`src/rtl/parking_pkg.sv`:
```
// Shared types and helpers for the multi-lane parking barrier controller.
package parking_pkg;

  typedef enum logic [1:0] {
    DOWN       = 2'b00,
    UP_START   = 2'b01,
    UP         = 2'b10,
    DOWN_START = 2'b11
  } tal_state_t;

  // Timer must hold the larger of the two reload values.
  function automatic int timer_width(input int move_c, input int hold_c);
    int m;
    m = (move_c > hold_c) ? move_c : hold_c;
    return $clog2(m + 1);
  endfunction

  // Lowest bit of lane k inside the packed tal_o vector.
  function automatic int tal_lo(input int lane);
    return 2 * lane;
  endfunction

endpackage

```
`src/rtl/gate_lane_fsm.sv`:
```
// One entry barrier: timed travel, car-passage detection, hold timeout and
// safety reversal. Raises refund for the cycle a granted slot goes unused.
module gate_lane_fsm
  import parking_pkg::*;
#(
  parameter int MOVE_CYCLES = 4,
  parameter int HOLD_CYCLES = 16
) (
  input  logic       clk,
  input  logic       R,
  input  logic       grant,
  input  logic       car,
  output tal_state_t state,
  output logic       refund,
  output logic       is_down
);

  localparam int TW = timer_width(MOVE_CYCLES, HOLD_CYCLES);
  localparam logic [TW-1:0] MOVE_LOAD = TW'(MOVE_CYCLES - 1);
  localparam logic [TW-1:0] HOLD_LOAD = TW'(HOLD_CYCLES - 1);
  localparam logic [TW-1:0] T_ONE     = TW'(1);
  localparam logic [TW-1:0] T_ZERO    = {TW{1'b0}};

  tal_state_t      state_q, state_d;
  logic [TW-1:0]   timer_q, timer_d;
  logic            seen_q, seen_d;
  logic            refund_s;

  always_comb begin
    state_d  = state_q;
    timer_d  = timer_q;
    seen_d   = seen_q;
    refund_s = 1'b0;
    case (state_q)
      DOWN: begin
        if (grant) begin
          state_d = UP_START;
          timer_d = MOVE_LOAD;
        end else begin
          state_d = DOWN;
        end
      end
      UP_START: begin
        if (timer_q == T_ZERO) begin
          state_d = UP;
          timer_d = HOLD_LOAD;
          seen_d  = 1'b0;
        end else begin
          timer_d = timer_q - T_ONE;
        end
      end
      // A car under the barrier freezes the hold timer until it has passed.
      UP: begin
        if (car) begin
          seen_d = 1'b1;
        end else if (seen_q) begin
          state_d = DOWN_START;
          timer_d = MOVE_LOAD;
        end else if (timer_q == T_ZERO) begin
          state_d  = DOWN_START;
          timer_d  = MOVE_LOAD;
          refund_s = 1'b1;
        end else begin
          timer_d = timer_q - T_ONE;
        end
      end
      DOWN_START: begin
        if (car) begin
          state_d = UP_START;
          timer_d = MOVE_LOAD;
        end else if (timer_q == T_ZERO) begin
          state_d = DOWN;
        end else begin
          timer_d = timer_q - T_ONE;
        end
      end
      default: begin
        state_d = DOWN;
        timer_d = T_ZERO;
        seen_d  = 1'b0;
      end
    endcase
  end

  always_ff @(posedge clk or posedge R) begin
    if (R) begin
      state_q <= DOWN;
      timer_q <= T_ZERO;
      seen_q  <= 1'b0;
    end else begin
      state_q <= state_d;
      timer_q <= timer_d;
      seen_q  <= seen_d;
    end
  end

  assign state   = state_q;
  assign refund  = refund_s;
  assign is_down = (state_q == DOWN);

endmodule

```
`src/rtl/parking_gate_ctrl.sv`:
```
// Multi-lane parking entry controller: priority admission against the shared
// occupancy count, per-lane barrier FSMs and the denied pulse.
module parking_gate_ctrl
  import parking_pkg::*;
#(
  parameter int N_LANES     = 2,
  parameter int CAPACITY    = 8,
  parameter int MOVE_CYCLES = 4,
  parameter int HOLD_CYCLES = 16
) (
  input  logic                             clk,
  input  logic                             R,
  input  logic [N_LANES-1:0]               valid_i,
  input  logic [N_LANES-1:0]               car_i,
  input  logic                             exit_i,
  output logic [2*N_LANES-1:0]             tal_o,
  output logic [$clog2(CAPACITY+1)-1:0]    count_o,
  output logic                             full_o,
  output logic [N_LANES-1:0]               denied_o
);

  localparam int CW = $clog2(CAPACITY + 1);
  // Headroom so count + grants cannot wrap before the subtraction.
  localparam int SW = CW + 4;
  localparam logic [SW-1:0] S_ONE  = SW'(1);
  localparam logic [SW-1:0] S_ZERO = {SW{1'b0}};

  logic [CW-1:0]       count_q, count_d;
  logic                full_q, full_d;
  logic [N_LANES-1:0]  denied_q, denied_d;
  logic [N_LANES-1:0]  grant_s, refund_s, is_down_s;
  tal_state_t          lane_state_s [N_LANES];
  logic [SW-1:0]       count_ext_s, free_s, n_grant_s, n_refund_s, sum_s;
  logic                exit_eff_s;

  for (genvar k = 0; k < N_LANES; k++) begin : g_lane
    gate_lane_fsm #(
      .MOVE_CYCLES(MOVE_CYCLES),
      .HOLD_CYCLES(HOLD_CYCLES)
    ) u_lane (
      .clk    (clk),
      .R      (R),
      .grant  (grant_s[k]),
      .car    (car_i[k]),
      .state  (lane_state_s[k]),
      .refund (refund_s[k]),
      .is_down(is_down_s[k])
    );
    assign tal_o[tal_lo(k) +: 2] = lane_state_s[k];
  end

  always_comb begin
    grant_s     = {N_LANES{1'b0}};
    denied_d    = {N_LANES{1'b0}};
    n_grant_s   = S_ZERO;
    n_refund_s  = S_ZERO;
    count_ext_s = SW'(count_q);
    free_s      = SW'(CAPACITY) - count_ext_s;
    for (int k = 0; k < N_LANES; k++) begin
      if (valid_i[k] && is_down_s[k]) begin
        if (n_grant_s < free_s) begin
          grant_s[k] = 1'b1;
          n_grant_s  = n_grant_s + S_ONE;
        end else begin
          denied_d[k] = 1'b1;
        end
      end else begin
        denied_d[k] = 1'b0;
      end
      if (refund_s[k]) begin
        n_refund_s = n_refund_s + S_ONE;
      end else begin
        n_refund_s = n_refund_s;
      end
    end
    // An exit only counts if something is left after this cycle's refunds.
    exit_eff_s = exit_i && (count_ext_s > n_refund_s);
    sum_s      = count_ext_s + n_grant_s - n_refund_s - (exit_eff_s ? S_ONE : S_ZERO);
    count_d    = CW'(sum_s);
    full_d     = (count_d == CW'(CAPACITY));
  end

  always_ff @(posedge clk or posedge R) begin
    if (R) begin
      count_q  <= {CW{1'b0}};
      full_q   <= 1'b0;
      denied_q <= {N_LANES{1'b0}};
    end else begin
      count_q  <= count_d;
      full_q   <= full_d;
      denied_q <= denied_d;
    end
  end

  assign count_o  = count_q;
  assign full_o   = full_q;
  assign denied_o = denied_q;

endmodule

```
`config.mk`:
```
export PLATFORM = sky130hd
export DESIGN_NAME = parking_gate_ctrl
export DESIGN_NICKNAME = d
export VERILOG_FILES = /design/src/rtl/parking_pkg.sv /design/src/rtl/gate_lane_fsm.sv /design/src/rtl/parking_gate_ctrl.sv
export SDC_FILE = /design/constraint.sdc
export NUM_CORES = 1
export LEC_CHECK = 0
export ABC_AREA = 1
export CAP_MARGIN = 0
export CORE_AREA = 2 2 68 70
export DETAILED_ROUTE_END_ITERATION = 7
export DIE_AREA = 0 0 70 72
export PLACE_DENSITY = 0.67
export REMOVE_ABC_BUFFERS = 1
export SLEW_MARGIN = 20
export SYNTH_ARGS = -nofsm -noshare
export SYNTH_HDL_FRONTEND = slang
export SYNTH_SLANG_ARGS = --single-unit
export TNS_END_PERCENT = 1
```
`constraint.sdc`:
```
create_clock -name clk -period 4.1 [get_ports clk]
set_clock_uncertainty 0.1 [all_clocks]
set_input_delay 0.82 -clock clk [delete_from_list [all_inputs] [get_ports clk]]
set_output_delay 0.82 -clock clk [all_outputs]
set_load 0.1 [all_outputs]
```
After elaboration in Yosys (flattened, before gate mapping):

Cells that the tools add are included.

* bits of input ports: 7
* register bits: 23
* word-level logic and storage cells: 117

* add/sub/neg operators: 8
* reductions and logical operators: 15
* mux-type cells: 61
* equal/unequal tests: 21
* order comparisons: 3

Operators with widths (number)
* 2-to-1 mux 5 bit: 14
* one-hot mux 5 bit (4 select lines): 2
* 2-to-1 mux 1 bit: 26
* 2-to-1 mux 2 bit: 12
* one-hot mux 2 bit (4 select lines): 2
* AND reduction 3 bit: 4
* logical NOT 5 bit: 2
* subtractor 5 x 1 -> 5 bit (second input constant): 2
* adder 8 x 1 -> 8 bit (second input constant): 1
* == test 2 bit (second input constant): 4
* greater-than comparator 4 x 8 -> 1 bit: 1
* less-than comparator 1 x 8 -> 1 bit (first input constant): 1
* less-than comparator 8 bit: 1
* 2-to-1 mux 4 bit: 2
* 2-to-1 mux 8 bit: 1
* != test 2 x 1 -> 1 bit (second input constant): 4
* != test 2 bit (second input constant): 4
* AND reduction 4 bit: 2
* != test 3 x 1 -> 1 bit (second input constant): 2
* != test 3 x 2 -> 1 bit (second input constant): 2
* != test 3 bit (second input constant): 2
* subtractor 4 x 4 -> 5 bit (first input constant): 1
* adder 4 bit: 1
* == test 2 x 1 -> 1 bit (second input constant): 2
* 8 further kinds: 13

Depth between registers and ports, before layout:

Gate-level depths: netlist (run 1).

* word-level depth: 13
* depth in mapped cells: 20
* mapped depth without buffers: 20

Cells and area by module:

From an unflattened synthesis (run 1), not the netlist that was laid out.

* cells, all modules: 273
* area total of the unflattened synthesis: 2042.0 sq um

Modules (own cells, without submodules)
* gate_lane_fsm: times used 2, area each 699.4 sq um, cells an instance 98
* parking_gate_ctrl: times used 1, area each 643.1 sq um, cells an instance 77

Worst setup path after synthesis (run 1):

Ideal clock, no wire load.

* path kind: reg2reg
* start point: register g_lane[0].u_lane.state_q[0]
* end point: register full_q (netlist: full_o)
* path buffers: 0
* setup slack: -495 ps
* stages on the path, launching flop included: 18
* data arrival time: 4394 ps
* clock period less this slack: 4595 ps
* cell sequence: dfrtp_1 -> inv_1 -> ha_1 -> inv_1 -> nor4_1 -> ha_1 -> ha_1 -> nand2_1 -> o21ai_0 -> a21boi_0 -> fa_1 -> fa_1 -> inv_1 -> ha_1 -> inv_1 -> fa_1 -> inv_1 -> nor4_1

* cells in the longest elaborated chain, start to end: 10

Ends and longest elaborated chain
* from (decl): line gate_lane_fsm.sv:24 `tal_state_t state_q, state_d;`
* from (signal assigned): line gate_lane_fsm.sv:91 `state_q <= state_d;`
* logical NOT 2 bit or == test 2 bit (tied branches): line gate_lane_fsm.sv:99, gate_lane_fsm.sv:34
* logical AND 1 bit or 2-to-1 mux 1 bit (tied branches): line parking_gate_ctrl.sv:60, gate_lane_fsm.sv:34
* 2-to-1 mux 1 bit (on tied branches): line parking_gate_ctrl.sv:60, parking_gate_ctrl.sv:70
* less-than comparator 8 bit, or another cell as far along: line parking_gate_ctrl.sv:61 `if (n_grant_s < free_s) begin`
* 2-to-1 mux 4 bit or 2-to-1 mux 8 bit (tied branches): line parking_gate_ctrl.sv:61, parking_gate_ctrl.sv:70
* 2-to-1 mux 4 bit or greater-than comparator 4 x 8 -> 1 bit (tied branches): line parking_gate_ctrl.sv:60, parking_gate_ctrl.sv:77
* adder 4 bit or logical AND 1 bit (tied branches): line parking_gate_ctrl.sv:78, parking_gate_ctrl.sv:77
* subtractor 4 bit or 2-to-1 mux 1 bit (tied branches): line parking_gate_ctrl.sv:78 `sum_s = count_ext_s + n_grant_s - n_refund_s - (exit_eff_s ? S_ONE : S_ZERO);`
* subtractor 4 x 1 -> 4 bit (*): line parking_gate_ctrl.sv:78
* via sum_s[1]: line parking_gate_ctrl.sv:33 `logic [SW-1:0] count_ext_s, free_s, n_grant_s, n_refund_s, sum_s;`
* == test 4 bit (*): line parking_gate_ctrl.sv:80 `full_d = (count_d == CW'(CAPACITY));`
* via full_d: line parking_gate_ctrl.sv:29 `logic full_q, full_d;`
* to (signal assigned): line parking_gate_ctrl.sv:90 `full_q <= full_d;`
* to (decl): line parking_gate_ctrl.sv:29

The timed path passes the listed nets; every way through them passes the cells marked *.
A chain may end at the register's enable or synchronous reset.

Final worst setup path (run 1):

* start point: input car_i[0]
* end point: register full_q (netlist: full_o)

* cells in the longest elaborated chain, start to end: 10

Ends and longest elaborated chain
* from (decl): line parking_gate_ctrl.sv:14 `input logic [N_LANES-1:0] car_i,`
* 2-to-1 mux 1 bit (*): line gate_lane_fsm.sv:54 `if (car) begin`
* 2-to-1 mux 1 bit (*): line gate_lane_fsm.sv:34 `case (state_q)`
* 2-to-1 mux 1 bit (*): line parking_gate_ctrl.sv:70 `if (refund_s[k]) begin`
* adder 8 x 1 -> 8 bit: line parking_gate_ctrl.sv:71 `n_refund_s = n_refund_s + S_ONE;`
* 2-to-1 mux 8 bit (*): line parking_gate_ctrl.sv:70
* greater-than comparator 4 x 8 -> 1 bit: line parking_gate_ctrl.sv:77 `exit_eff_s = exit_i && (count_ext_s > n_refund_s);`
* logical AND 1 bit: line parking_gate_ctrl.sv:77
* 2-to-1 mux 1 bit: line parking_gate_ctrl.sv:78
* subtractor 4 x 1 -> 4 bit (*): line parking_gate_ctrl.sv:78
* via sum_s[1]: line parking_gate_ctrl.sv:33
* == test 4 bit (*): line parking_gate_ctrl.sv:80
* via full_d: line parking_gate_ctrl.sv:29

Marked as above.

==> impl_metrics.env, run 1 <==
export IMPL_cp_end_kind="flop"
export IMPL_arrival_ns=4.06
export IMPL_ant_nets=0
export IMPL_synth_main_ff_cell="dfrtp_1"
export IMPL_synth_distinct_cells=36
export IMPL_cts_tree="yes"
export IMPL_htree_levels=1
export IMPL_syn_inst=233
export IMPL_die_y_um=72
export IMPL_cts_root_buf="clkbuf_8"
export IMPL_hold_path_class="flop to flop"
export IMPL_tns_ns=0
export IMPL_overflow=0
export IMPL_grt_pass1_wl_um=7210
export IMPL_synth_seq_cells=23
export IMPL_yosysTopAreaCellShare_pct=30.4
export IMPL_crit_type="input pin to flop"
export IMPL_setup_viol=0
export IMPL_grt_max_degree=24
export IMPL_area_growth_pct=36.1
export IMPL_cts_buffer_depth=2
export IMPL_crit_buf_inv=7
export IMPL_initialDrtViolationCount=106
export IMPL_wirelength_um=4220
export IMPL_dr_total_vias=1685
export IMPL_vias_per_cell=4.94
export IMPL_yosysSeqAreaShare_pct=30.4
export IMPL_synth_area_top_cells="dfrtp_1 (30%), ha_1 (17%), inv_1 (8.3%)"
export IMPL_min_period_ns=3.98
export IMPL_fill_cells=390
export IMPL_final_net_count=326
export IMPL_synth_most_common_cell="inv_1"
export IMPL_synth_edf_count=0
export IMPL_drc=0
export IMPL_die_w_um=70
export IMPL_clock_sinks=23
export IMPL_ios=18
export IMPL_path_common_cell="inv_2"
export IMPL_slew_headroom_pct=35.2
export IMPL_n_antenna_cell=0
export IMPL_required_ns=4.17
export IMPL_crit_path_max_incr_delay_ns=0.52
export IMPL_timing_fmax_mhz=251
export IMPL_crit_fanout=2
export IMPL_crit_family="adder cells"
export IMPL_hold_viol=0
export IMPL_dieArea_sq_um=5040
export IMPL_drv_slew=0
export IMPL_post_route_period_util_pct=97.1
export IMPL_portBuffers=17
export IMPL_place_inst=330
export IMPL_wl_per_cell_um=12.4
export IMPL_grt_usage_pct=17.8
export IMPL_worstMarginPinSlew_ns=0.969
export IMPL_r2r_setup_slack_ns=0.13
export IMPL_drv_cap=0
export IMPL_clk_pin_slew_worst_paths_ns=0.08
export IMPL_grt_pass1_vias=1642
export IMPL_synth_area_sq_um=1890
export IMPL_instances_no_fill=341
export IMPL_firstDrtPassIters=4
export IMPL_layout_drive_gt1_share_pct=28.7
export IMPL_hpwl_um=3040
export IMPL_numCtsBuffers=3
export IMPL_antenna_found_initial=0
export IMPL_status="completed"
export IMPL_synth_warning_count=0
export IMPL_critPathLaunchType="input pin"
export IMPL_crit_chain="clkbuf_2, nor4_2, buf_4, ha_4, inv_4, ha_4, inv_2, nor2_1, o21ai_1, a21boi_1, fa_1, fa_1, inv_2, ha_4, inv_2, fa_2, inv_2, nor4_2"
export IMPL_rsz0062_at_grt="true"
export IMPL_slowest_stage="fa_2"
export IMPL_gp_congestion=0.794
export IMPL_yosysTopAreaCell="dfrtp_1"
export IMPL_syn_mean_instance_area_sq_um=8.12
export IMPL_initial_core_util_pct=44.4
export IMPL_rows=24
export IMPL_clk_latency_ns=0.26
export IMPL_yosys_top_cells_count="inv_1 (42), nand2_1 (40), ha_1 (25)"
export IMPL_fp_coreArea_sq_um=4260
export IMPL_synthArstFlopShare_pct=100
## layout by cell type (no fill, tap or decap), drive strengths merged, types with 13 or more instances in the layout
cell type      Yosys  final
nor2              17     17
a21oi             13     13
ha                25     25
dfrtp             23     23
o21ai             13     13
nand3             18     18
buf                0     36
nand2             47     47
clkdlybuf4s50      0     15
inv               44     44
## final timing paths
path / startpoint / endpoint / cells after the start
max: car_i[0] / full_o / 18
min: g_lane[1].u_lane.timer_q[4] / g_lane[1].u_lane.timer_q[4] / 2
max reg2reg: g_lane[1].u_lane.timer_q[1] / full_o / 17
min reg2reg: g_lane[1].u_lane.timer_q[4] / g_lane[1].u_lane.timer_q[4] / 2
max in group asynchronous: R / g_lane[1].u_lane.state[1] / 2
min in group asynchronous: R / g_lane[0].u_lane.seen_q / 2
## kinds of logic after synthesis
group                    after synthesis  synth area share, %
XOR/XNOR                               6                 2.78
flip-flops                            23                 30.4
adder cells (fa/ha/maj)               29                 20.8
AO/OA/AOI/OAI                         39                 13.0
buffers and inverters                 45                 8.99
AND/OR/NAND/NOR                       91                 24.1
## flip-flops by register name (all words and copies together) (netlist names)
register / cells
count_o: 4
denied_o: 2
full_o: 1
g_lane.u_lane.state: 4
g_lane.u_lane.seen_q: 2
g_lane.u_lane.timer_q: 10
## worst min-delay path, stage by stage (launching register included)
cell	delay [ns]
dfrtp_1	0.39
nand2_1	0.06
nand2_1	0.05
## area by class of cell
type | instances | area (sq um) | share of cell area [%]
multi-input cells | 165 | 1290 | 50.1
inverters | 45 | 173 | 6.70
clock buffers | 3 | 41.3 | 1.60
flip-flops and latches | 23 | 576 | 22.3
clock inverters | 1 | 5.00 | 0.194
well taps | 52 | 65.1 | 2.53
repair buffers | 52 | 427 | 16.6
## per-layer routing
| metal | up-vias | track usage, % | part of all wire, % |
|---|---|---|---|
| met2 | 25 | 31.5 | 50 |
| met4 | 0 | 6.41 | 1.2 |
| met3 | 4 | 1.67 | 2.2 |
| met1 | 785 | 22.8 | 46 |
| li1 | 871 | - | - |
| met5 | - | 0 | 0 |
## metrics by stage
stage / utilization [%] / instance area [sq um] / setup WS [ns] / hold WS, ns
5_1_grt: 60.4 / 2580 / -0.0450 / 0.445
4_1_cts: 58.6 / 2500 / 0.00389 / 0.424
3_5_place_dp: 54.8 / 2340 / -0.662 / 0.400
6_report: 60.4 / 2580 / 0.117 / 0.430
2_1_floorplan: - / 1890 / -0.495 / 0.364
3_3_place_gp: 54.8 / 2340 / -0.587 / 0.391
## timing repair
action,4_1_cts,5_1_grt
hold buffers,0,0
pin swaps,15,12
setup buffers,3,4
gates resized for setup,27,17
setup endpoints to repair,4,4
Power of run 1 is not shown: default switching activity piles up to over one toggle a cycle in this logic, so the estimate is an artifact.
==> run 2, diff against run 1 <==
--- a/config.mk
+++ b/config.mk
@@ -10,7 +10,6 @@
 export CORE_AREA = 2 2 68 70
 export DETAILED_ROUTE_END_ITERATION = 7
 export DIE_AREA = 0 0 70 72
-export PLACE_DENSITY = 0.67
 export REMOVE_ABC_BUFFERS = 1
 export SLEW_MARGIN = 20
 export SYNTH_ARGS = -nofsm -noshare
==> constraint.sdc (replaced) <==
create_clock -name clk -period 4.7 [get_ports clk]
set_clock_uncertainty 0.1 [all_clocks]
set_input_delay 0.94 -clock clk [delete_from_list [all_inputs] [get_ports clk]]
set_output_delay 0.94 -clock clk [all_outputs]
set_load 0.1 [all_outputs]
==> run 2 against run 1 <==
  * Via count is 8.8% lower
  * Register-to-register slack improved by 0.24 ns
  * First-iteration DRC count rose by 20%
  * Worst hold slack lost 0.016 ns
  * Non-clock buffer count is 27 lower
  * Flip-flop and latch count stayed put
  * Global-route usage is 2.1 points lower
  * Wire length shrank 14%
  * Critical endpoint unchanged
  * Highest routed layer unchanged
==> impl_metrics.env, run 2 (same netlist as run 1, synthesis figures left out) <==
export IMPL_crit_buf_inv=5
export IMPL_area_growth_pct=21.2
export IMPL_slowest_stage="fa_1"
export IMPL_die_y_um=72
export IMPL_cts_root_buf="clkbuf_8"
export IMPL_crit_path_max_incr_delay_ns=0.54
export IMPL_critPathLaunchType="flop"
export IMPL_required_ns=4.78
export IMPL_layout_cells_most_common="inv_1"
export IMPL_timing_fmax_mhz=231
export IMPL_die_w_um=70
export IMPL_overflow=0
export IMPL_top_register="g_lane.u_lane.timer_q"
export IMPL_slew_headroom_pct=35.2
export IMPL_portBuffers=17
export IMPL_drc=0
export IMPL_drv_cap=0
export IMPL_place_inst=309
export IMPL_cts_buffer_depth=2
export IMPL_htree_levels=1
export IMPL_setup_viol=0
export IMPL_min_period_ns=4.33
export IMPL_hpwl_um=2880
export IMPL_final_net_count=299
export IMPL_drv_slew=0
export IMPL_clk_latency_ns=0.26
export IMPL_initialDrtViolationCount=127
export IMPL_layout_drive_gt1_share_pct=14.1
export IMPL_ios=18
export IMPL_path_common_cell="inv_1"
export IMPL_grt_pass1_wl_um=6410
export IMPL_holdBufCountCts=0
export IMPL_wirelength_um=3610
export IMPL_initial_core_util_pct=44.4
export IMPL_n_antenna_cell=0
export IMPL_grt_max_degree=24
export IMPL_firstDrtPassIters=4
export IMPL_rows=24
export IMPL_fp_coreArea_sq_um=4260
export IMPL_post_route_period_util_pct=92.2
export IMPL_gp_congestion=0.854
export IMPL_instances_no_fill=314
export IMPL_grt_usage_pct=15.7
export IMPL_crit_chain="inv_1, ha_2, nand3_4, nor4_2, buf_4, ha_2, ha_1, nand2_1, o21ai_0, a21boi_1, fa_1, fa_1, inv_1, ha_1, buf_4, nand3_1, nand2_1, xnor2_2, inv_1, nor4_2"
export IMPL_crit_type="flop to flop"
export IMPL_dieArea_sq_um=5040
export IMPL_crit_family="adder cells"
export IMPL_r2r_start="g_lane[0].u_lane.timer_q[0]"
export IMPL_status="completed"
export IMPL_antenna_found_initial=0
export IMPL_crit_fanout=7
export IMPL_worstMarginPinSlew_ns=0.969
export IMPL_final_cell_mix="inv_1 (42), nand2_1 (40), dfrtp_1 (22)"
export IMPL_cp_end_kind="flop"
export IMPL_numCtsBuffers=3
export IMPL_cp_startpoint="g_lane[0].u_lane.timer_q[0]"
export IMPL_rsz0062_at_grt="false"
export IMPL_vias_per_cell=4.89
export IMPL_clock_sinks=23
export IMPL_hp_start="g_lane[1].u_lane.timer_q[1]"
export IMPL_cts_tree="yes"
export IMPL_hold_path_class="flop to flop"
export IMPL_grt_pass1_vias=1473
export IMPL_arrival_ns=4.41
export IMPL_clk_pin_slew_worst_paths_ns=0.09
export IMPL_ant_nets=0
export IMPL_wl_per_cell_um=11.5
export IMPL_largest_reg_flops=10
export IMPL_hold_viol=0
export IMPL_dr_total_vias=1536
[run 2: cell type report]
cell class                      instances  area (sq um)
Clock buffer                            3          41.3
Multi-Input combinational cell        165          1200
Clock inverter                          1          5.00
Tap cell                               52          65.1
Fill cell                             403          1970
Sequential cell                        23           577
Inverter                               45           170
Timing Repair Buffer                   25           235
[run 2: stage by stage]
stage	setup slack (ns)	hold slack [ns]	utilization, %	TNS [ns]	cell area [sq um]
after global routing	0.00608	0.429	53.8	0	2290
after detailed placement	-0.169	0.391	51.1	-0.169	2180
after floorplan	0.105	0.364	-	0	1890
after global placement	-0.0773	0.394	51.1	-0.0773	2180
final	0.368	0.414	53.8	0	2290
after CTS	0.112	0.413	52.2	0	2230
[run 2: path summary, 6_finish.rpt]
path	endpoint	slack [ns]	cells past startpoint
setup reg to reg	full_o	0.37	20
setup / recovery	full_o	0.37	20
min in group asynchronous	g_lane[1].u_lane.state[1]	1.08	2
max in group asynchronous	g_lane[0].u_lane.state[0]	2.79	2
hold reg to reg	g_lane[1].u_lane.timer_q[1]	0.41	2
hold / removal	g_lane[1].u_lane.timer_q[1]	0.41	2
[run 2: per-layer routing]
metal  vias up  global-route usage (%)  part of all wire, %
met5         -                       0                    0
met4         0                    4.91                  1.3
met3         4                    2.22                  2.9
met2        23                    25.4                   44
met1       696                    22.0                   52
li1        813                       -                    -
[run 2: worst register-to-register path: cells and delay by family (launching register included)]
kind,cells,cell delay [ns]
compound gates,2,0.27
xor+xnor,1,0.19
fa+ha+maj,6,1.94
buf+inv,5,0.51
flops,1,0.42
simple gates,6,0.81
[run 2: repair_timing]
item                                    in CTS  in global routing
buffers inserted                             0                  1
resized for setup                            0                 13
endpoints found under the setup margin       0                  1
Power of run 2 is left out for the same reason.
